$ cat src/rtl/riscv_pkg.sv
// Shared RV32I definitions: decoder opcodes, the canonical NOP, and the fetch FSM encoding.
package riscv_pkg;

  localparam logic [6:0] OP_LW  = 7'b0000011;
  localparam logic [6:0] OP_SW  = 7'b0100011;
  localparam logic [6:0] OP_R   = 7'b0110011;
  localparam logic [6:0] OP_BEQ = 7'b1100011;
  localparam logic [6:0] OP_I   = 7'b0010011;
  localparam logic [6:0] OP_JAL = 7'b1101111;

  // addi x0,x0,0 -- what decode sees whenever no real instruction is held
  localparam logic [31:0] NOP_INSTR = 32'h0000_0013;

  typedef enum logic [1:0] {
    FETCH = 2'd0,
    WAIT  = 2'd1,
    HOLD  = 2'd2,
    HALT  = 2'd3
  } fetch_state_e;

  function automatic logic word_aligned(input logic [31:0] addr);
    return addr[1:0] == 2'b00;
  endfunction

endpackage

$ cat src/rtl/fetch_unit_if.sv
// Instruction-memory request/response bundle; master is the fetch unit, slave is the memory.
interface fetch_unit_if;

  logic        req_valid;
  logic        req_ready;
  logic [31:0] addr;
  logic        rsp_valid;
  logic [31:0] rsp_data;

  modport master (
    output req_valid,
    output addr,
    input  req_ready,
    input  rsp_valid,
    input  rsp_data
  );

  modport slave (
    input  req_valid,
    input  addr,
    output req_ready,
    output rsp_valid,
    output rsp_data
  );

endinterface

$ cat src/rtl/fetch_unit_pc_next.sv
// Next-PC select for an accepted instruction: sequential PC+4 or redirect target, plus alignment check.
module pc_next
  import riscv_pkg::*;
(
  input  logic [31:0] instr_pc,
  input  logic        pc_src,
  input  logic [31:0] pc_target,
  output logic [31:0] next_pc,
  output logic [31:0] pc_plus4,
  output logic        misalign
);

  assign pc_plus4 = instr_pc + 32'd4;
  assign next_pc  = pc_src ? pc_target : pc_plus4;
  assign misalign = pc_src && !word_aligned(pc_target);

endmodule

$ cat src/rtl/fetch_unit.sv
// Single-outstanding instruction fetch stage: owns the PC, fetches one word at a time and
// holds it for decode until accepted, then steps to PC+4 or the redirect target.
module fetch_unit #(
  parameter logic [31:0] RESET_PC  = 32'h0000_0000,
  parameter logic [31:0] NOP_INSTR = riscv_pkg::NOP_INSTR
) (
  input  logic               clk,
  input  logic               reset_n,
  fetch_unit_if.master       imem,
  output logic               instr_valid,
  input  logic               instr_ready,
  output logic [31:0]        instr,
  output logic [31:0]        instr_pc,
  output logic [31:0]        instr_pc_plus4,
  input  logic               pc_src,
  input  logic [31:0]        pc_target,
  output logic               misalign_err,
  output logic               proto_err,
  output logic [31:0]        retired
);

  import riscv_pkg::*;

  fetch_state_e state_q;
  fetch_state_e state_d;
  logic [31:0]  pc_q;
  logic [31:0]  next_pc;
  logic         misalign;
  logic         accept;
  logic         rsp_take;

  pc_next u_pc_next (
    .instr_pc  (instr_pc),
    .pc_src    (pc_src),
    .pc_target (pc_target),
    .next_pc   (next_pc),
    .pc_plus4  (instr_pc_plus4),
    .misalign  (misalign)
  );

  assign accept   = (state_q == HOLD) && instr_ready;
  assign rsp_take = (state_q == WAIT) && imem.rsp_valid;
  assign imem.addr = pc_q;

  always_ff @(posedge clk or negedge reset_n) begin
    if (!reset_n) begin
      state_q <= FETCH;
    end else begin
      state_q <= state_d;
    end
  end

  always_comb begin
    state_d = state_q;
    case (state_q)
      FETCH: if (imem.req_ready) state_d = WAIT;
      WAIT:  if (imem.rsp_valid) state_d = HOLD;
      HOLD:  if (instr_ready)    state_d = misalign ? HALT : FETCH;
      HALT:  state_d = HALT;
      default: state_d = FETCH;
    endcase
  end

  // Request is masked while reset is held so memory never sees a request from a core in reset
  always_comb begin
    imem.req_valid = 1'b0;
    instr_valid    = 1'b0;
    case (state_q)
      FETCH: imem.req_valid = reset_n;
      HOLD:  instr_valid    = 1'b1;
      default: ;
    endcase
  end

  always_ff @(posedge clk or negedge reset_n) begin
    if (!reset_n) begin
      pc_q         <= RESET_PC;
      instr        <= NOP_INSTR;
      instr_pc     <= RESET_PC;
      misalign_err <= 1'b0;
      proto_err    <= 1'b0;
      retired      <= 32'd0;
    end else begin
      if (rsp_take) begin
        instr    <= imem.rsp_data;
        instr_pc <= pc_q;
      end
      // A misaligned redirect freezes the PC so the faulting context is preserved in HALT
      if (accept) begin
        retired <= retired + 32'd1;
        instr   <= NOP_INSTR;
        if (misalign) begin
          misalign_err <= 1'b1;
        end else begin
          pc_q <= next_pc;
        end
      end
      if (imem.rsp_valid && (state_q != WAIT)) begin
        proto_err <= 1'b1;
      end
    end
  end

endmodule

$ cat src/flat_wrapper.sv
// flat-port wrapper written by rule: the top's interface ports become plain ports
module fetch_unit_flat import riscv_pkg::*;
#(
  parameter logic [31:0] RESET_PC  = 32'h0000_0000,
  parameter logic [31:0] NOP_INSTR = riscv_pkg::NOP_INSTR
)
  (clk, reset_n, instr_valid, instr_ready, instr, instr_pc, instr_pc_plus4, pc_src, pc_target, misalign_err, proto_err, retired, imem_req_valid, imem_addr, imem_req_ready, imem_rsp_valid, imem_rsp_data);
  fetch_unit_if imem_i ();
  input  logic clk;
  input  logic reset_n;
  output logic instr_valid;
  input  logic instr_ready;
  output logic [31:0] instr;
  output logic [31:0] instr_pc;
  output logic [31:0] instr_pc_plus4;
  input  logic pc_src;
  input  logic [31:0] pc_target;
  output logic misalign_err;
  output logic proto_err;
  output logic [31:0] retired;
  output wire logic [$bits(imem_i.req_valid)-1:0] imem_req_valid;
  output wire logic [$bits(imem_i.addr)-1:0] imem_addr;
  input wire logic [$bits(imem_i.req_ready)-1:0] imem_req_ready;
  input wire logic [$bits(imem_i.rsp_valid)-1:0] imem_rsp_valid;
  input wire logic [$bits(imem_i.rsp_data)-1:0] imem_rsp_data;
  assign imem_req_valid = imem_i.req_valid;
  assign imem_addr = imem_i.addr;
  assign imem_i.req_ready = imem_req_ready;
  assign imem_i.rsp_valid = imem_rsp_valid;
  assign imem_i.rsp_data = imem_rsp_data;
  fetch_unit #(.RESET_PC(RESET_PC), .NOP_INSTR(NOP_INSTR)) u_core (.clk(clk), .reset_n(reset_n), .imem(imem_i), .instr_valid(instr_valid), .instr_ready(instr_ready), .instr(instr), .instr_pc(instr_pc), .instr_pc_plus4(instr_pc_plus4), .pc_src(pc_src), .pc_target(pc_target), .misalign_err(misalign_err), .proto_err(proto_err), .retired(retired));
endmodule
$ cat config.mk
export PLATFORM = sky130hd
export DESIGN_NAME = fetch_unit_flat
export DESIGN_NICKNAME = d
export VERILOG_FILES = /design/src/rtl/riscv_pkg.sv /design/src/rtl/fetch_unit_if.sv /design/src/rtl/fetch_unit_pc_next.sv /design/src/rtl/fetch_unit.sv /design/src/flat_wrapper.sv
export SDC_FILE = /design/constraint.sdc
export NUM_CORES = 1
export LEC_CHECK = 0
export ABC_AREA = 1
export CAP_MARGIN = 15
export CORE_AREA = 4 4 131 133
export CTS_BUF_LIST = sky130_fd_sc_hd__clkbuf_8
export DETAILED_ROUTE_END_ITERATION = 8
export DIE_AREA = 0 0 135 137
export PLACE_DENSITY = 0.81
export SLEW_MARGIN = 20
export SYNTH_ARGS = -nofsm -noshare
export SYNTH_HDL_FRONTEND = slang
export SYNTH_SLANG_ARGS = --single-unit
$ cat constraint.sdc
create_clock -name clk -period 1.7 [get_ports clk]
set_clock_uncertainty 0.2 [all_clocks]
set_input_delay 0.255 -clock clk [delete_from_list [all_inputs] [get_ports clk]]
set_output_delay 0.255 -clock clk [all_outputs]
set_load 0.01 [all_outputs]
==> flow_summary.yaml, run 1 <==
status:
  status: "complete, but fails checks"
  violations: "setup timing"
worst_setup_path:
  path_common_cell: "buf_6"
  cp_max_fo: 3
  path_class: "reg2out"
  critPathMaxStageDelay_ns: 0.42
  cp_data_arrival_time_ns: 2.07
  worstPathRequired_ns: 1.24
  path_cells: "buf_6, nand2_8, nor2_4, buf_6, nand2_8, nor2_4, nand2_1, nand2_2, nand2_2, buf_6"
  slowest_stage: "dfrtp_1"
  end_kind: "output pin"
  start_kind: "register"
logic_synthesis:
  synthArstFlopShare_pct: 100.0
  yosysWarnings: 0
  synth-edff-count: 0
  seq_area_frac_synth_pct: 48.99
  synth_area_sq_mm: 0.006750
  synth_top_cell_by_area: "dfrtp_1"
  synthesis.nets: 946
  ys.flop_type: "dfrtp_1"
  synth_top_area_share_pct: 47.82
  synth.avg_cell_area_sq_um: 7.723
  synth_cells: 874
  synth.distinct_cells: 37
  synth.area.top_cells: "dfrtp_1 (48%), nand2_1 (17%), nor2_1 (6.9%), a22o_1 (3.8%), inv_1 (3.7%)"
  synth.ff_latch_count: 132
clock_network:
  clk_pin_slew_ns: 0.09
  clk-insertion-delay-late_ns: 0.46
  cts_tree: "yes"
  cts_buffers: 17
  cts-root-buf: "clkbuf_8"
  htree_levels: 4
  cts_sinks: 132
  clockBufferDepth: 2
final_layout:
  layout_commonest_cell: "nand2_1"
  syn_to_final_growth_pct: 82.30
  stdcell_count: 1535
  n_antenna_cell: 0
  nets: 1378
  final_cell_area_sq_mm: 0.01231
  drive_gt1_share_pct: 39.35
  layout.cells.most_common_list: "nand2_1 (232), buf_4 (128), dfrtp_1 (118)"
  post-route-util_pct: 77.75
  regArea_sq_mm: 0.003321
  n_fill_cell: 957
  multi_input_area_sq_mm: 0.003920
floorplanning:
  die_h_um: 137
  initial_core_util_pct: 42.65
  fp.dieArea_sq_mm: 0.01850
  core_sq_mm: 0.01583
  io_pins: 234
  row_count: 46
  die_w_um: 135
job:
  maxCapViolations: 0
pwr:
  power_mw: 18.60
  clockPowerShare_pct: 15.7
  combPwrFrac_pct: 55.6
  pwr-share-seq_pct: 28.8
  internal_power_mw: 10.98
  ir_drop_uv: 1239
  power_density_mw_per_mm2: 1512
  switching_power_mw: 7.619
  p_leak_nw: 6.043
  p_sw_share_pct: 40.96
timing:
  finalMaxSlewViolations: 0
  setup_slack_ns: -0.8229
  fmax_mhz: 396.4
  period_share_pct: 148.4
  fin_tns_setup_ns: -24.50
  rsz0062_at_grt: "yes"
  holdWs_ns: 0.1619
  finalCriticalPeriod_ns: 2.523
  slew-limit-headroom_pct: 49.37
  hold_viol_final: 0
  tightest_slew_ns: 0.7595
  setup_viol_count_final: 86
drt:
  wl_mm: 30.03
  drt_iter0_drc: 774
  firstDrtPassIters: 6
  drc: 0
  viasPerCell: 5.450
  ant_nets: 0
  routedWlPerCell_um: 19.56
  routed-via-count: 8366
worst_hold_path:
  hold_class: "in2reg"
placement:
  place_area_sq_mm: 0.01009
  dp_cells: 1395
  port_buffers: 233
  dp_hpwl_mm: 17.11
  place_ws_ns: -0.5614
  routabilityCongestion: 0.9059
global_routing:
  grt-ovfl-total: 0
  grt_use_total_pct: 27.32
  grt_max_degree: 133
  grt_antenna_before_repair: 0
  grt_pass1_wl_mm: 40.05
  grt_pass1_vias: 7743
[registers in the layout, summed over array words and instances (netlist names)]
register / cells
u_core.proto_err: 1
u_core.state_q: 2
u_core.imem.addr: 32
u_core.misalign_err: 1
u_core.instr: 32
u_core.instr_pc: 32
u_core.retired: 32
[worst max-delay path, delay by kind of cell (launching register included)]
kind	cells	cell delay, ns
buf+inv	3	0.41
flops	1	0.42
simple gates	7	0.79
[area by class of cell]
type	instances	area share (%)
flip-flops and latches	132	26.99
clock inverters	12	1.251
repair inverters	2	0.1423
clock buffers	20	2.237
well taps	216	2.196
repair buffers	440	32.87
multi-input cells	640	31.86
inverters	73	2.461
[power by group through the flow]
stage	combinational [mW]	sequential [mW]	clock, mW
2_1_floorplan	2.72	5.79	0
3_3_place_gp	8.24	5.26	0
3_5_place_dp	8.34	5.32	0
4_1_cts	8.67	5.21	2.92
5_1_grt	10.9	5.47	3.10
6_report	10.3	5.35	2.91
[worst paths after layout]
kind	cells past startpoint	slack (ns)	endpoint	start
worst min register to register	1	0.26	u_core.proto_err	u_core.proto_err
max in group asynchronous	3	0.42	u_core.instr[21]	reset_n
worst min-delay path	3	0.16	u_core.imem.addr[3]	pc_target[3]
worst max register to register	15	-0.60	u_core.imem.addr[23]	u_core.instr_pc[4]
min in group asynchronous	3	0.27	u_core.retired[23]	reset_n
worst max-delay path	10	-0.82	instr_pc_plus4[24]	u_core.instr_pc[4]
[synthesized netlist by cell type, types with 2 or more instances]
cell      number
inv_1         66
nor3_1         2
a22oi_1        2
a22o_1        29
buf_2         10
buf_1          3
buf_4          5
nand2_1      301
nand4_1        3
ha_1           2
xnor2_1       18
nand3b_1       4
o21ai_0       42
nand3_1       41
xor2_1         9
nor2_2         7
nor3_4         2
nor2_4         2
clkbuf_1      10
inv_2          6
o22a_1         3
dfstp_2        3
o21ai_1       12
nand3_4        2
nor2_1       124
nand2_2        4
dfrtp_1      129
a31oi_1        3
a21oi_1       18
o22ai_1        5
[layer usage]
| layer | vias to the layer above | GRT usage, % | share of wire (%) |
|---|---|---|---|
| li1 | 3649 | - | - |
| met1 | 4037 | 33.42 | 36 |
| met2 | 549 | 45.78 | 50 |
| met3 | 131 | 6.949 | 9.4 |
| met4 | 0 | 12.21 | 4.8 |
| met5 | - | 0 | 0 |
[what timing repair did]
| item | in CTS | in global routing |
|---|---|---|
| resized for setup | 491 | 235 |
| hold buffers | 1 | 0 |
| pin swaps | 36 | 80 |
| gates cloned | 0 | 5 |
| endpoints found under the setup margin | 206 | 145 |
| setup buffers | 63 | 55 |
| endpoints found under the hold margin | 129 | 0 |
[logic make-up after synthesis]
logic type / Yosys count / synth area share, %
compound gates: 117 / 10.79
xor+xnor: 27 / 3.503
fa+ha+maj: 2 / 0.3707
buf+inv: 102 / 6.265
flops: 132 / 48.99
simple gates: 494 / 30.08
(Power assumes the default switching activity.)
==> run 2: changes to the inputs <==
SKIP_LAST_GASP = 1   (was unset)
==> flow_summary.yaml, run 2 (synthesis gave the netlist of run 1 again) <==
timing:
  setup_viol_count_final: 83
  setup_slack_ns: -0.7525
  finalCriticalPeriod_ns: 2.453
  holdWs_ns: 0.1591
  fmax_mhz: 407.7
  rsz0062_at_grt: "yes"
  finalMaxSlewViolations: 0
  period_share_pct: 144.3
  slew-limit-headroom_pct: 51.66
  fin_tns_setup_ns: -23.45
  tightest_slew_ns: 0.7251
  hold_viol_final: 0
drt:
  viasPerCell: 5.467
  drc: 0
  drt_iter0_drc: 753
  wl_mm: 29.59
  ant_nets: 0
  routed-via-count: 8315
  firstDrtPassIters: 6
  routedWlPerCell_um: 19.45
pwr:
  ir_drop_uv: 1193
  combPwrFrac_pct: 54.7
  p_leak_nw: 5.957
  p_sw_share_pct: 41.30
  switching_power_mw: 7.552
  power_density_mw_per_mm2: 1518
  pwr-share-seq_pct: 29.1
  clockPowerShare_pct: 16.2
  internal_power_mw: 10.73
worst_setup_path:
  worstPathRequired_ns: 1.24
  start_kind: "register"
  end_kind: "output pin"
  path_class: "reg2out"
  cp_data_arrival_time_ns: 2.00
  cp_max_fo: 3
global_routing:
  grt_pass1_vias: 7657
  grt-ovfl-total: 0
  grt_use_total_pct: 27.26
  grt_max_degree: 133
  grt_antenna_before_repair: 0
  grt_pass1_wl_mm: 39.92
placement:
  port_buffers: 233
  place_ws_ns: -0.5614
  routabilityCongestion: 0.9059
  place_area_sq_mm: 0.01009
  dp_hpwl_mm: 17.11
status:
  status: "complete, but fails checks"
  violations: "setup timing"
clock_network:
  cts_buffers: 17
  cts_sinks: 132
  cts-root-buf: "clkbuf_8"
  clockBufferDepth: 2
  cts_tree: "yes"
  clk-insertion-delay-late_ns: 0.46
  htree_levels: 4
  clk_pin_slew_ns: 0.08
final_layout:
  n_fill_cell: 1014
  post-route-util_pct: 76.09
  n_antenna_cell: 0
  drive_gt1_share_pct: 37.09
  syn_to_final_growth_pct: 78.41
  nets: 1364
  layout_commonest_cell: "nand2_1"
  final_cell_area_sq_mm: 0.01204
  layout.cells.most_common_list: "nand2_1 (243), buf_4 (129), dfrtp_1 (118)"
floorplanning:
  io_pins: 234
  row_count: 46
  fp.dieArea_sq_mm: 0.01850
  initial_core_util_pct: 42.65
  die_w_um: 135
  die_h_um: 137
  core_sq_mm: 0.01583
job:
  maxCapViolations: 0
worst_hold_path:
  hold_class: "in2reg"
## run 2: timing repair
| action | 4_1_cts | 5_1_grt |
|---|---|---|
| hold endpoints to repair | 129 | 0 |
| hold buffers | 1 | 0 |
| setup buffers | 63 | 41 |
| pin swaps | 36 | 70 |
| cloned | 0 | 6 |
| setup endpoints to repair | 206 | 149 |
| resized for setup | 475 | 205 |
## run 2: layout make-up
type | count | area, sq um | share of cell area [%]
repair buffers | 426 | 3869 | 32.12
multi-input cells | 640 | 3827 | 31.78
flip-flops and latches | 132 | 3321 | 27.57
inverters | 73 | 309.0 | 2.566
clock buffers | 20 | 275.3 | 2.286
well taps | 216 | 270.3 | 2.244
clock inverters | 12 | 153.9 | 1.278
repair inverters | 2 | 17.52 | 0.1455
## run 2: metrics by stage
| stage | power, mW | cells |
|---|---|---|
| 2_1_floorplan | 8.510 | 874 |
| 3_3_place_gp | 13.50 | 1395 |
| 5_1_grt | 19.16 | 1521 |
| 6_report | 18.28 | 1521 |
| 3_5_place_dp | 13.65 | 1395 |
| 4_1_cts | 16.73 | 1487 |
## run 2: worst paths after layout
kind	end	from	depth (start not counted)	slack, ns
setup / recovery	instr_pc_plus4[24]	u_core.instr_pc[4]	9	-0.75
hold / removal	u_core.imem.addr[3]	pc_target[3]	3	0.16
setup reg to reg	u_core.imem.addr[9]	u_core.instr_pc[3]	11	-0.37
hold reg to reg	u_core.proto_err	u_core.proto_err	1	0.27
max in group asynchronous	u_core.imem.addr[20]	reset_n	3	0.48
min in group asynchronous	u_core.retired[31]	reset_n	3	0.28
## run 2: worst max-delay path: stages (launching register included)
cell and delay [ns]:
dfrtp_1 0.41, buf_4 0.15, nand2_4 0.07, nor2_4 0.19
nand2_4 0.13, nor2_4 0.21, nand2_1 0.08, nand2_1 0.08
nand2_1 0.06, buf_2 0.14
## run 2: routing by layer
metal  routed length [um]  track usage, %  vias up  share of wire [%]
li1                     -               -     3635                  -
met1                10810           33.57     3978                 37
met2                14630           45.80      559                 49
met3                 2721           6.581      143                9.2
met4                 1429           11.87        0                4.8
met5                    0               0        -                  0
## run 2: power by group through the flow
stage                     logic (mW)  registers [mW]  clock network, mW
after global routing            10.6            5.45               3.12
final                           10.0            5.33               2.95
after global placement          8.24            5.26                  0
after floorplan                 2.72            5.79                  0
after detailed placement        8.34            5.32                  0
after CTS                       8.61            5.19               2.92
